`src/rtl/ibex_mem_port_arbiter.sv`:
```
// Shares one req/gnt/rvalid memory port between the Ibex fetch and LSU interfaces.
// Data has priority, fetch gets an anti-starvation boost; in-order responses are steered by an ID FIFO.
module ibex_mem_port_arbiter #(
    parameter int MaxOutstanding = 2,
    parameter int StarveLimit    = 4
) (
    input  logic        clk_i,
    input  logic        rst_i,
    input  logic        instr_req_i,
    output logic        instr_gnt_o,
    output logic        instr_rvalid_o,
    input  logic [31:0] instr_addr_i,
    output logic [31:0] instr_rdata_o,
    output logic [6:0]  instr_rdata_intg_o,
    output logic        instr_err_o,
    input  logic        data_req_i,
    output logic        data_gnt_o,
    output logic        data_rvalid_o,
    input  logic        data_we_i,
    input  logic [3:0]  data_be_i,
    input  logic [31:0] data_addr_i,
    input  logic [31:0] data_wdata_i,
    input  logic [6:0]  data_wdata_intg_i,
    output logic [31:0] data_rdata_o,
    output logic [6:0]  data_rdata_intg_o,
    output logic        data_err_o,
    output logic        mem_req_o,
    input  logic        mem_gnt_i,
    input  logic        mem_rvalid_i,
    output logic        mem_we_o,
    output logic [3:0]  mem_be_o,
    output logic [31:0] mem_addr_o,
    output logic [31:0] mem_wdata_o,
    output logic [6:0]  mem_wdata_intg_o,
    input  logic [31:0] mem_rdata_i,
    input  logic [6:0]  mem_rdata_intg_i,
    input  logic        mem_err_i,
    output logic [3:0]  outstanding_o,
    output logic        spurious_rvalid_o
);
    localparam int IdxW = (MaxOutstanding > 1) ? $clog2(MaxOutstanding) : 1;

    typedef enum logic [1:0] {IDLE, LOCK_I, LOCK_D} state_e;

    state_e                    state, state_next;
    logic                      win_valid, win_data, win_req, grant;
    logic                      fifo_full, push, pop, head_id;
    logic [3:0]                count, starve_cnt;
    logic [IdxW-1:0]           wr_ptr, rd_ptr;
    logic [MaxOutstanding-1:0] ids;

    function automatic logic [IdxW-1:0] ptr_inc(input logic [IdxW-1:0] p);
        return (p == IdxW'(MaxOutstanding - 1)) ? '0 : p + 1'b1;
    endfunction

    // Full is judged on the registered count, so a same-cycle pop never frees a slot early.
    assign fifo_full = (count == 4'(MaxOutstanding));
    assign head_id   = ids[rd_ptr];
    assign pop       = mem_rvalid_i && (count != 4'd0);
    assign push      = grant;

    always_comb begin
        win_valid  = 1'b0;
        win_data   = 1'b0;
        state_next = state;
        case (state)
            LOCK_I: begin
                win_valid = 1'b1;
                win_data  = 1'b0;
            end
            LOCK_D: begin
                win_valid = 1'b1;
                win_data  = 1'b1;
            end
            default: begin
                if (data_req_i && (starve_cnt < 4'(StarveLimit))) begin
                    win_valid = 1'b1;
                    win_data  = 1'b1;
                end else if (instr_req_i) begin
                    win_valid = 1'b1;
                    win_data  = 1'b0;
                end else if (data_req_i) begin
                    win_valid = 1'b1;
                    win_data  = 1'b1;
                end
            end
        endcase

        win_req   = win_data ? data_req_i : instr_req_i;
        mem_req_o = win_valid && win_req && !fifo_full;
        grant     = mem_req_o && mem_gnt_i;

        // A requester may not drop req before gnt, so an ungranted winner (stalled or FIFO-blocked) is pinned.
        if (grant) begin
            state_next = IDLE;
        end else if ((state == IDLE) && win_valid && win_req) begin
            state_next = win_data ? LOCK_D : LOCK_I;
        end
    end

    assign instr_gnt_o      = grant && !win_data;
    assign data_gnt_o       = grant && win_data;
    assign mem_addr_o       = !win_valid ? 32'h0 : (win_data ? data_addr_i : instr_addr_i);
    assign mem_we_o         = win_valid && win_data && data_we_i;
    assign mem_be_o         = (win_valid && win_data) ? data_be_i : 4'h0;
    assign mem_wdata_o      = (win_valid && win_data) ? data_wdata_i : 32'h0;
    assign mem_wdata_intg_o = (win_valid && win_data) ? data_wdata_intg_i : 7'h0;

    assign instr_rvalid_o     = pop && !head_id;
    assign data_rvalid_o      = pop && head_id;
    assign spurious_rvalid_o  = mem_rvalid_i && (count == 4'd0);
    assign instr_rdata_o      = mem_rdata_i;
    assign instr_rdata_intg_o = mem_rdata_intg_i;
    assign instr_err_o        = mem_err_i;
    assign data_rdata_o       = mem_rdata_i;
    assign data_rdata_intg_o  = mem_rdata_intg_i;
    assign data_err_o         = mem_err_i;
    assign outstanding_o      = count;

    always_ff @(posedge clk_i or posedge rst_i) begin
        if (rst_i) begin
            state      <= IDLE;
            count      <= 4'd0;
            starve_cnt <= 4'd0;
            wr_ptr     <= '0;
            rd_ptr     <= '0;
        end else begin
            state <= state_next;
            count <= count + {3'b000, push} - {3'b000, pop};
            if (push) wr_ptr <= ptr_inc(wr_ptr);
            if (pop)  rd_ptr <= ptr_inc(rd_ptr);
            if (!instr_req_i || instr_gnt_o) begin
                starve_cnt <= 4'd0;
            end else if (starve_cnt < 4'(StarveLimit)) begin
                starve_cnt <= starve_cnt + 4'd1;
            end
        end
    end

    // ID storage only matters while occupied, so it carries no reset.
    always_ff @(posedge clk_i) begin
        if (push) ids[wr_ptr] <= win_data;
    end
endmodule

```
`config.mk`:
```
export PLATFORM = sky130hd
export DESIGN_NAME = ibex_mem_port_arbiter
export DESIGN_NICKNAME = d
export VERILOG_FILES = /design/src/rtl/ibex_mem_port_arbiter.sv
export SDC_FILE = /design/constraint.sdc
export NUM_CORES = 1
export LEC_CHECK = 0
export ABC_AREA = 1
export BUFFER_PORTS_ARGS = -buffer_cell sky130_fd_sc_hd__buf_4
export CAP_MARGIN = 20
export CELL_PAD_IN_SITES_DETAIL_PLACEMENT = 0
export CELL_PAD_IN_SITES_GLOBAL_PLACEMENT = 1
export CORE_AREA = 4 4 121 123
export CTS_BUF_LIST = sky130_fd_sc_hd__clkbuf_16
export CTS_CLUSTER_DIAMETER = 80
export DETAILED_ROUTE_END_ITERATION = 16
export DIE_AREA = 0 0 125 127
export GPL_TIMING_DRIVEN = 1
export PLACE_DENSITY_LB_ADDON = 0.1
export SETUP_SLACK_MARGIN = 0.4
export SYNTH_ARGS = -nofsm -noshare
export SYNTH_HDL_FRONTEND = slang
export SYNTH_SLANG_ARGS = --single-unit
```
`constraint.sdc`:
```
create_clock -name clk_i -period 2.95 [get_ports clk_i]
set_input_delay 0.295 -clock clk_i [delete_from_list [all_inputs] [get_ports clk_i]]
set_output_delay 0.295 -clock clk_i [all_outputs]
set_load 0.01 [all_outputs]
```
## Yosys cells after proc, flatten, opt, wreduce, memory -nomap -nowiden

Cells that the tools add are included.

| cells by class | value |
|---|---|
| reduce and logical (&&, ||, !) cells | 26 |
| muxes and demuxes | 25 |
| eq/ne operators | 3 |
| $add $sub $neg | 5 |
| $lt $le $gt $ge | 4 |

Operator list:

| operator | count |
|---|---|
| 2-to-1 mux 32 bit | 3 |
| logical AND 1 bit | 15 |
| 2-to-1 mux 1 bit | 12 |
| 2-to-1 mux 4 bit | 3 |
| 2-to-1 mux 7 bit | 1 |
| 2-to-1 mux 2 bit | 3 |
| adder 4 x 1 -> 4 bit | 1 |
| adder 4 x 1 -> 4 bit (second input constant) | 1 |
| == test 4 x 2 -> 1 bit (second input constant) | 1 |
| zero test 1 bit | 4 |
| zero test 4 bit | 1 |
| less-than comparator 1 x 2 -> 1 bit (second input constant) | 2 |
| less-than comparator 4 x 3 -> 1 bit (second input constant) | 1 |
| nonzero test 2 bit | 2 |
| nonzero test 4 bit | 1 |
| subtractor 4 x 1 -> 4 bit | 1 |
| adder 1 bit (second input constant) | 2 |
| bitwise mux 2 bit | 1 |
| == test 2 x 1 -> 1 bit (second input constant) | 1 |
| == test 2 bit (second input constant) | 1 |
| zero test 2 bit | 1 |
| one-hot mux 1 bit (2 select lines) | 1 |
| OR reduction 2 bit | 1 |
| demux 1 bit (select 1 bit) | 1 |
| other kinds (2) | 2 |

| storage, ports and cells | value |
|---|---|
| bits of input ports | 154 |
| register bits after elaboration | 14 |

## Longest topological paths before layout

Gate-level depths: netlist of the first run.

| depth | value |
|---|---|
| depth in word-level cells | 11 |
| depth in mapped cells | 14 |
| depth with buffers taken out | 13 |

## Worst setup path after synthesis of the first run

No wires, ideal clock.

| path | value |
|---|---|
| path type | register to register |
| start point | register state[0] |
| end point | register count[2] (netlist: outstanding_o[2]) |
| slack | 0.507 ns |
| stages on the path, launching flop included | 13 |
| setup time | 0.124 ns |
| arrival time | 2.319 ns |
| path through | dfrtp_1 > inv_1 > ha_1 > nor2_1 > nand2_1 > nand3_1 > nand4_2 > buf_6 > ha_1 > inv_1 > ha_1 > fa_1 > xor2_1 |

| between the ends | value |
|---|---|
| cells in the longest elaborated chain, start to end | 8 |
| elaborated cells on any way between the ends | 11 |
| those cells by class | add/sub (2); eq/ne (2); mux (3); reduce/logical (4) |

Ends and longest elaborated chain:

| what | line | source |
|---|---|---|
| from (decl) | 45 | `state_e state, state_next;` |
| from (signal assigned) | 128 | `state <= state_next;` |
| == test 2 bit or == test 2 x 1 -> 1 bit (tied branches) | 66 | `case (state)` |
| one-hot mux 1 bit (2 select lines) or OR reduction 2 bit (tied branches) | - |  |
| 2-to-1 mux 1 bit, on equally long branches | 89, 66 |  |
| logical AND 1 bit (*) (2 in a row) | 90 | `mem_req_o = win_valid && win_req && !fifo_full;` |
| logical AND 1 bit (*) | 91 | `grant = mem_req_o && mem_gnt_i;` |
| adder 4 x 1 -> 4 bit (*) | 129 | `count <= count + {3'b000, push} - {3'b000, pop};` |
| subtractor 4 x 1 -> 4 bit (*) | 129 |  |
| to (signal assigned) | 129 |  |
| to (decl) | 48 | `logic [3:0] count, starve_cnt;` |

Mark *: on every way between the ends. The rest lies on a longest branch, timed or not.
A chain may end at the register's enable or synchronous reset.

## Worst setup path after layout of the first run

| path | value |
|---|---|
| start point | register state[1] |
| end point | register count[2] (netlist: outstanding_o[2]) |

Same word-level chain as after synthesis.

==> metrics.md, run 1 <==
| Metric | Value |
|---|---|
| Total grt overflow | `0` |
| Initial DRC count | `between 90 and 100` |
| Register share of total power | `0.099` |
| Crit Path Class | `reg2reg` |
| Net Sw Frac | `0.492` |
| Synth top area share | `0.263` |
| Worst slew pin tran | `510 ps` |
| Post-synth ARST share | `0.857` |
| Fin. Hold Viols | `0` |
| Max IR drop VDD | `0.000418 V` |
| Crit Path Max Fanout | `4` |
| PnR worst setup slack | `551 ps` |
| Cts hold-fix bufs | `0` |
| Primary FF master, synth | `dfrtp_1` |
| CTS tree | `yes` |
| RSZ-0062 raised after global routing | `no` |
| Top cells by area, synth | `buf_4, dfrtp_1, nand2_1` |
| Clock-pin slew on the worst setup and hold paths | `50 ps` |
| Total global-route track usage | `0.109` |
| Antenna violations before repair | `0` |
| Slew Viols, Final | `0` |
| Synth cell types | `26` |
| Placed Instance Area | `3330 um2` |
| Fin crit period | `~2400 ps` |
| Full die area | `15,900 um2` |
| Max_cap viols | `0` |
| ANT cells | `0` |
| Maximum clock frequency | `417 MHz` |
| Relative slew slack | `0.659` |
| Cell taking the most area after synthesis | `buf_4` |
| WL/cell | `14.3 um` |
| # H-tree levels | `1` |
| CTS root buf | `clkbuf_16` |
| CP required | `3080 ps` |
| Seq/Total Area, Yosys | `0.158` |
| Period utilization | `0.813` |
| Worst EP arrival | `2520 ps` |
| Startpoint types | `register` |
| Worst-Skew Late Latency | `240 ps` |
| Leakage | `0.00203 uW` |
| Post-route cell area | `3470 um2` |
| Pwr Total | `3410 uW` |
| Nets@finish | `650` |
| First-pass GRT wire length | `between 10,000 and 15,000 um` |
| Clock buffer count from CTS | `3` |
| Routed vias | `2,508` |
| P&R area growth vs syn | `52.1%` |
| Pwr dens | `982 nW/um2` |
| Int Power | `1730 uW` |
| Post-synthesis cell count | `374` |
| Pre-CTS WS | `497 ps` |
| Std-Cell Rows | `43` |
| Largest net degree at the start of global routing | `38` |
| Vias/cell | `3.77` |
| Switching power | `approximately 1700 uW` |
| Setup TNS after final layout | `0 ps` |
| # IOs | `320` |
| Clock Tree Buf Depth | `2` |
| Post-synth top cells | `buf_4, nand2_1, inv_1` |
| Routability congestion estimate | `0.829` |
| Combinational Power Share | `0.826` |
| Status | `complete, no violations` |
| Final Instance Count excl. Fillers | `666` |
| Drt pass-1 iters | `4` |
| Fillers | `1,570` |
| Top-count cell post-synth | `buf_4` |
| Yosys warning count | `0` |
| Die X | `125 um` |
| Clock Skew | `between 5 and 6 ps` |
| Vias in the first global route | `roughly 2,400` |
| Clock power frac | `0.075` |
| Mean Syn Cell Area | `6.10 um2` |
| Synth Register Bits | `14` |
| Netlist Area Pre-Place | `2280 um2` |
| DIE HEIGHT | `around 130 um` |
| Critical Path Sink Type | `register` |
| Core Area | `13,700 um2` |
| Syn_nets | `537` |
| Post-synth EDFFs | `2` |
| Total Wirelength | `9550 um` |
| DRT antenna net count | `0` |
| # port buffers | `199` |
| Clk sink count | `14` |
| Inst Count DP | `between 600 and 700` |
| HPWL Detailed | `approximately 7900 um` |
| Starting Density | `0.167` |
| Worst Hold Class | `in2async` |
| Residual DRC | `0` |
| # setup viols final | `0` |
| Share of post-route cells with drive strength above 1 | `0.457` |
| Post-CTS setup buffers | `0` |
-- worst max-delay path: stages, from the launching register on --
cell and delay [ps]:
dfrtp_1 360, inv_1 50, ha_2 370, nor2_2 70, inv_1 80, nand2_1 50, nand2_1 120, nand4_2 120
ha_1 290, inv_1 40, ha_1 200, fa_1 380, xor2_1 170
-- sequential cells by signal, summed over array words and instances (netlist names) --
signal,cells
ids,2
outstanding_o,4
rd_ptr,1
starve_cnt,4
state,2
wr_ptr,1
-- cell type report --
cell class | count | area (um2) | area share
tap | 180 | 225 | 0.0649
multi-input combinational | 198 | 991 | 0.286
clock buffer | 3 | 75.1 | 0.0216
clock inverter | 1 | 3.75 | 0.00108
timing repair buffer | 203 | 1550 | 0.447
sequential | 14 | 360 | 0.104
inverter | 67 | 264 | 0.0761
-- metal layers --
| metal | vias up | wire (um) | global-route usage |
|---|---|---|---|
| met5 | - | 0 | 0 |
| met1 | 1089 | 3460 | 0.120 |
| met3 | 10 | 799 | 0.0334 |
| met2 | 161 | 5220 | 0.210 |
| met4 | 0 | 69 | 0.0191 |
| li1 | 1248 | - | - |
-- stage by stage --
stage | utilization | hold slack [ps]
2_1_floorplan | - | 160
3_3_place_gp | 0.243 | 362
3_5_place_dp | 0.243 | 369
4_1_cts | 0.249 | 112
5_1_grt | 0.254 | 142
6_report | 0.254 | 84.5
-- worst paths after layout --
| check | start | endpoint | slack [ps] | cells past startpoint |
|---|---|---|---|---|
| min in group clk_i | mem_rvalid_i | rd_ptr | 430 | 3 |
| max reg2reg | state[1] | outstanding_o[2] | 550 | 12 |
| max in group asynchronous | rst_i | state[0] | 2520 | 2 |
| min reg2reg | starve_cnt[2] | starve_cnt[2] | 510 | 2 |
| min | rst_i | outstanding_o[0] | 80 | 2 |
| max | state[1] | outstanding_o[2] | 550 | 12 |
-- cells by family after synthesis --
logic type | Yosys count | synth area share
AO/OA/AOI/OAI | 37 | 0.0845
buffers and inverters | 162 | 0.421
XOR/XNOR | 5 | 0.0225
adder cells (fa/ha/maj) | 9 | 0.0527
flip-flops | 14 | 0.158
AND/OR/NAND/NOR | 146 | 0.257
multiplexers | 1 | 0.00439
-- power by group through the flow --
stage	clock network (uW)	registers (uW)	logic (uW)
final	254	338	2820
after floorplan	0	343	1610
after detailed placement	0	341	2760
after global placement	0	341	2780
after global routing	272	350	3110
after CTS	262	339	2770
-- what timing repair did --
item / in CTS / in global routing
cloned: 0 / 0
gates resized for setup: 0 / 16
endpoints found under the setup margin: 2 / 50
-- cells in the final DEF, fill, tap and decap left out, types with 2 or more instances in the layout --
master	count
a21oi_1	34
buf_12	2
buf_4	201
clkbuf_16	3
dfrtp_1	12
edfxtp_1	2
ha_1	7
inv_1	65
nand2_1	72
nand2_2	2
nand3_1	8
nor2_1	55
nor2_2	4
xor2_1	3
Power figures use the tool's default switching activity.
==> run 2, diff against run 1 <==
==> constraint.sdc (replaced) <==
create_clock -name clk_i -period 2.5 [get_ports clk_i]
set_input_delay 0.25 -clock clk_i [delete_from_list [all_inputs] [get_ports clk_i]]
set_output_delay 0.25 -clock clk_i [all_outputs]
set_load 0.01 [all_outputs]
==> run 2 against run 1 <==
Effect of this change: sequential power is 20% higher; setup slack worse by 270 ps; worst hold slack worse by 31 ps; critical endpoint is now mem_addr_o[17]; core utilization is 6.6 points higher; final area is 26% higher; via count is 10% higher; sequential cell count stayed put; clock-buffer cell count stayed put; non-clock buffer count is 26 higher; first-iteration DRC count is 40% lower.
==> metrics.md, run 2 (synthesized netlist as in run 1, its figures left out) <==
| Metric | Value |
|---|---|
| Die X | `around 130 um` |
| # port buffers | `just under 200` |
| Smallest hold slack | `53.9 ps` |
| Slew Viols, Final | `0` |
| Crit Path Class | `reg2out` |
| Clock buffer count from CTS | `3` |
| Max IR drop VDD | `0.000592 V` |
| Clock-pin slew on the worst setup and hold paths | `50 ps` |
| Most frequent cells in the layout | `buf_4, inv_1, nand2_1` |
| Period utilization | `0.886` |
| Share of post-route cells with drive strength above 1 | `0.654` |
| Int Power | `3150 uW` |
| RSZ-0062 raised after global routing | `yes` |
| Commonest non-fill, non-tap cell in the layout | `buf_4` |
| Worst slew pin tran | `551 ps` |
| # IOs | `320` |
| Antenna violations before repair | `0` |
| Vias in the first global route | `between 2,000 and 3,000` |
| Top cell family by delay on the critical path | `buffers and inverters` |
| PnR worst setup slack | `285 ps` |
| Total Wirelength | `12,100 um` |
| Net Sw Frac | `0.475` |
| Clock Skew | `between 2 and 3 ps` |
| HPWL Detailed | `8550 um` |
| Residual DRC | `0` |
| # H-tree levels | `1` |
| CP cell instances | `inv_2 > ha_4 > inv_2 > nor2_2 > nor2_2 > nand2_4 > buf_12 > inv_16 > nand2_4 > a21oi_2 > buf_4` |
| Total grt overflow | `0` |
| Total global-route track usage | `0.134` |
| Fin. Hold Viols | `0` |
| Critical R2R Launch | `state[0]` |
| ANT cells | `0` |
| Largest net degree at the start of global routing | `33` |
| Routed vias | `~2,800` |
| Post-route cell area | `4380 um2` |
| Slowest library cell on the worst path | `dfrtp_1` |
| Critical Path Sink Type | `output port` |
| Fin crit period | `2220 ps` |
| Maximum clock frequency | `451 MHz` |
| Clock Tree Buf Depth | `2` |
| Switching power | `2850 uW` |
| Worst-Skew Late Latency | `about 250 ps` |
| DRT antenna net count | `0` |
| Startpoint types | `register` |
| Worst Hold Class | `in2async` |
| CP bufs+invs | `5` |
| Starting Density | `0.167` |
| P&R area growth vs syn | `91.8%` |
| Register share of total power | `0.067` |
| Core Area | `13,700 um2` |
| CTS root buf | `clkbuf_16` |
| Routability congestion estimate | `0.820` |
| Status | `complete, no violations` |
| CP startpoint | `state[0]` |
| Core Util, Final | `0.320` |
| CP required | `2250 ps` |
| Setup TNS after final layout | `0 ps` |
| Combinational Power Share | `0.880` |
| Relative slew slack | `0.632` |
| Max_cap viols | `0` |
| Std-Cell Rows | `43` |
| Placed Instance Area | `3370 um2` |
| Initial DRC count | `55` |
| Pwr dens | `approximately 1400 nW/um2` |
| Crit Path Max Fanout | `7` |
| CTS tree | `yes` |
| Worst EP arrival | `1970 ps` |
| Pre-CTS WS | `260 ps` |
| CP max stage delay | `between 300 and 400 ps` |
| Nets@finish | `681` |
| Full die area | `15,900 um2` |
| Clk sink count | `14` |
| First-pass GRT wire length | `16,700 um` |
| DIE HEIGHT | `127 um` |
| Drt pass-1 iters | `4` |
| # setup viols final | `0` |
| Clock power frac | `0.053` |
| Leakage | `0.00235 uW` |
| Vias/cell | `3.96` |
| WL/cell | `roughly 17 um` |
run 2: cell count changes in the layout (fill, tap and decap cells not counted), sizes merged:
cell / delta
clkbuf: +4
buf: +22
clkinv: +1
inv: +4
run 2: path summary, 6_finish.rpt:
path	end	slack, ps	depth (start not counted)
setup / recovery	mem_addr_o[17]	280	11
hold / removal	outstanding_o[0]	50	2
setup reg to reg	outstanding_o[2]	320	12
hold reg to reg	starve_cnt[2]	510	2
max in group asynchronous	starve_cnt[1]	2080	2
min in group clk_i	rd_ptr	370	3
run 2: final cells by class:
cell class,count,area (um2)
clock buffers,3,75.1
clock inverters,1,3.75
fillers,1505,9290
inverters,67,268
multi-input cells,198,1370
flip-flops and latches,14,360
well taps,180,225
repair buffers,229,2000
repair inverters,5,71.3
run 2: worst register-to-register path, stage by stage (launching register included):
cell	delay [ps]
dfrtp_1	370
inv_2	60
ha_4	290
inv_2	40
nor2_2	110
nor2_2	70
nand3_2	100
nand4_4	90
ha_4	270
inv_2	30
ha_4	150
fa_2	330
xor2_1	150
run 2: layer usage:
metal / wire (um) / up-vias / GRT usage
met5: 0 / - / 0
met4: 88 / 0 / 0.0249
met3: 1030 / 6 / 0.0456
met2: 6510 / 157 / 0.251
met1: 4480 / 1272 / 0.147
li1: - / 1324 / -
run 2: repair_timing:
| item | CTS | global route |
|---|---|---|
| cloned | 8 | 6 |
| endpoints found under the hold margin | 0 | 0 |
| pin swaps | 11 | 22 |
| hold buffers | 0 | 0 |
| resized for setup | 71 | 80 |
| setup endpoints to repair | 76 | 77 |
| buffers inserted | 15 | 2 |
run 2: power by group through the flow:
stage | clock, uW | combinational, uW | sequential [uW]
floorplan | 0 | 1960 | 411
global placement | 0 | 3360 | 409
detailed placement | 0 | 3370 | 410
CTS | 323 | 4650 | 405
global route | 335 | 5690 | 419
finish | 316 | 5270 | 405
run 2: metrics by stage:
stage,cells,total power (uW)
detailed placement,662,3780
global placement,662,3770
CTS,689,5380
finish,697,6000
floorplan,374,2380
global route,697,6440
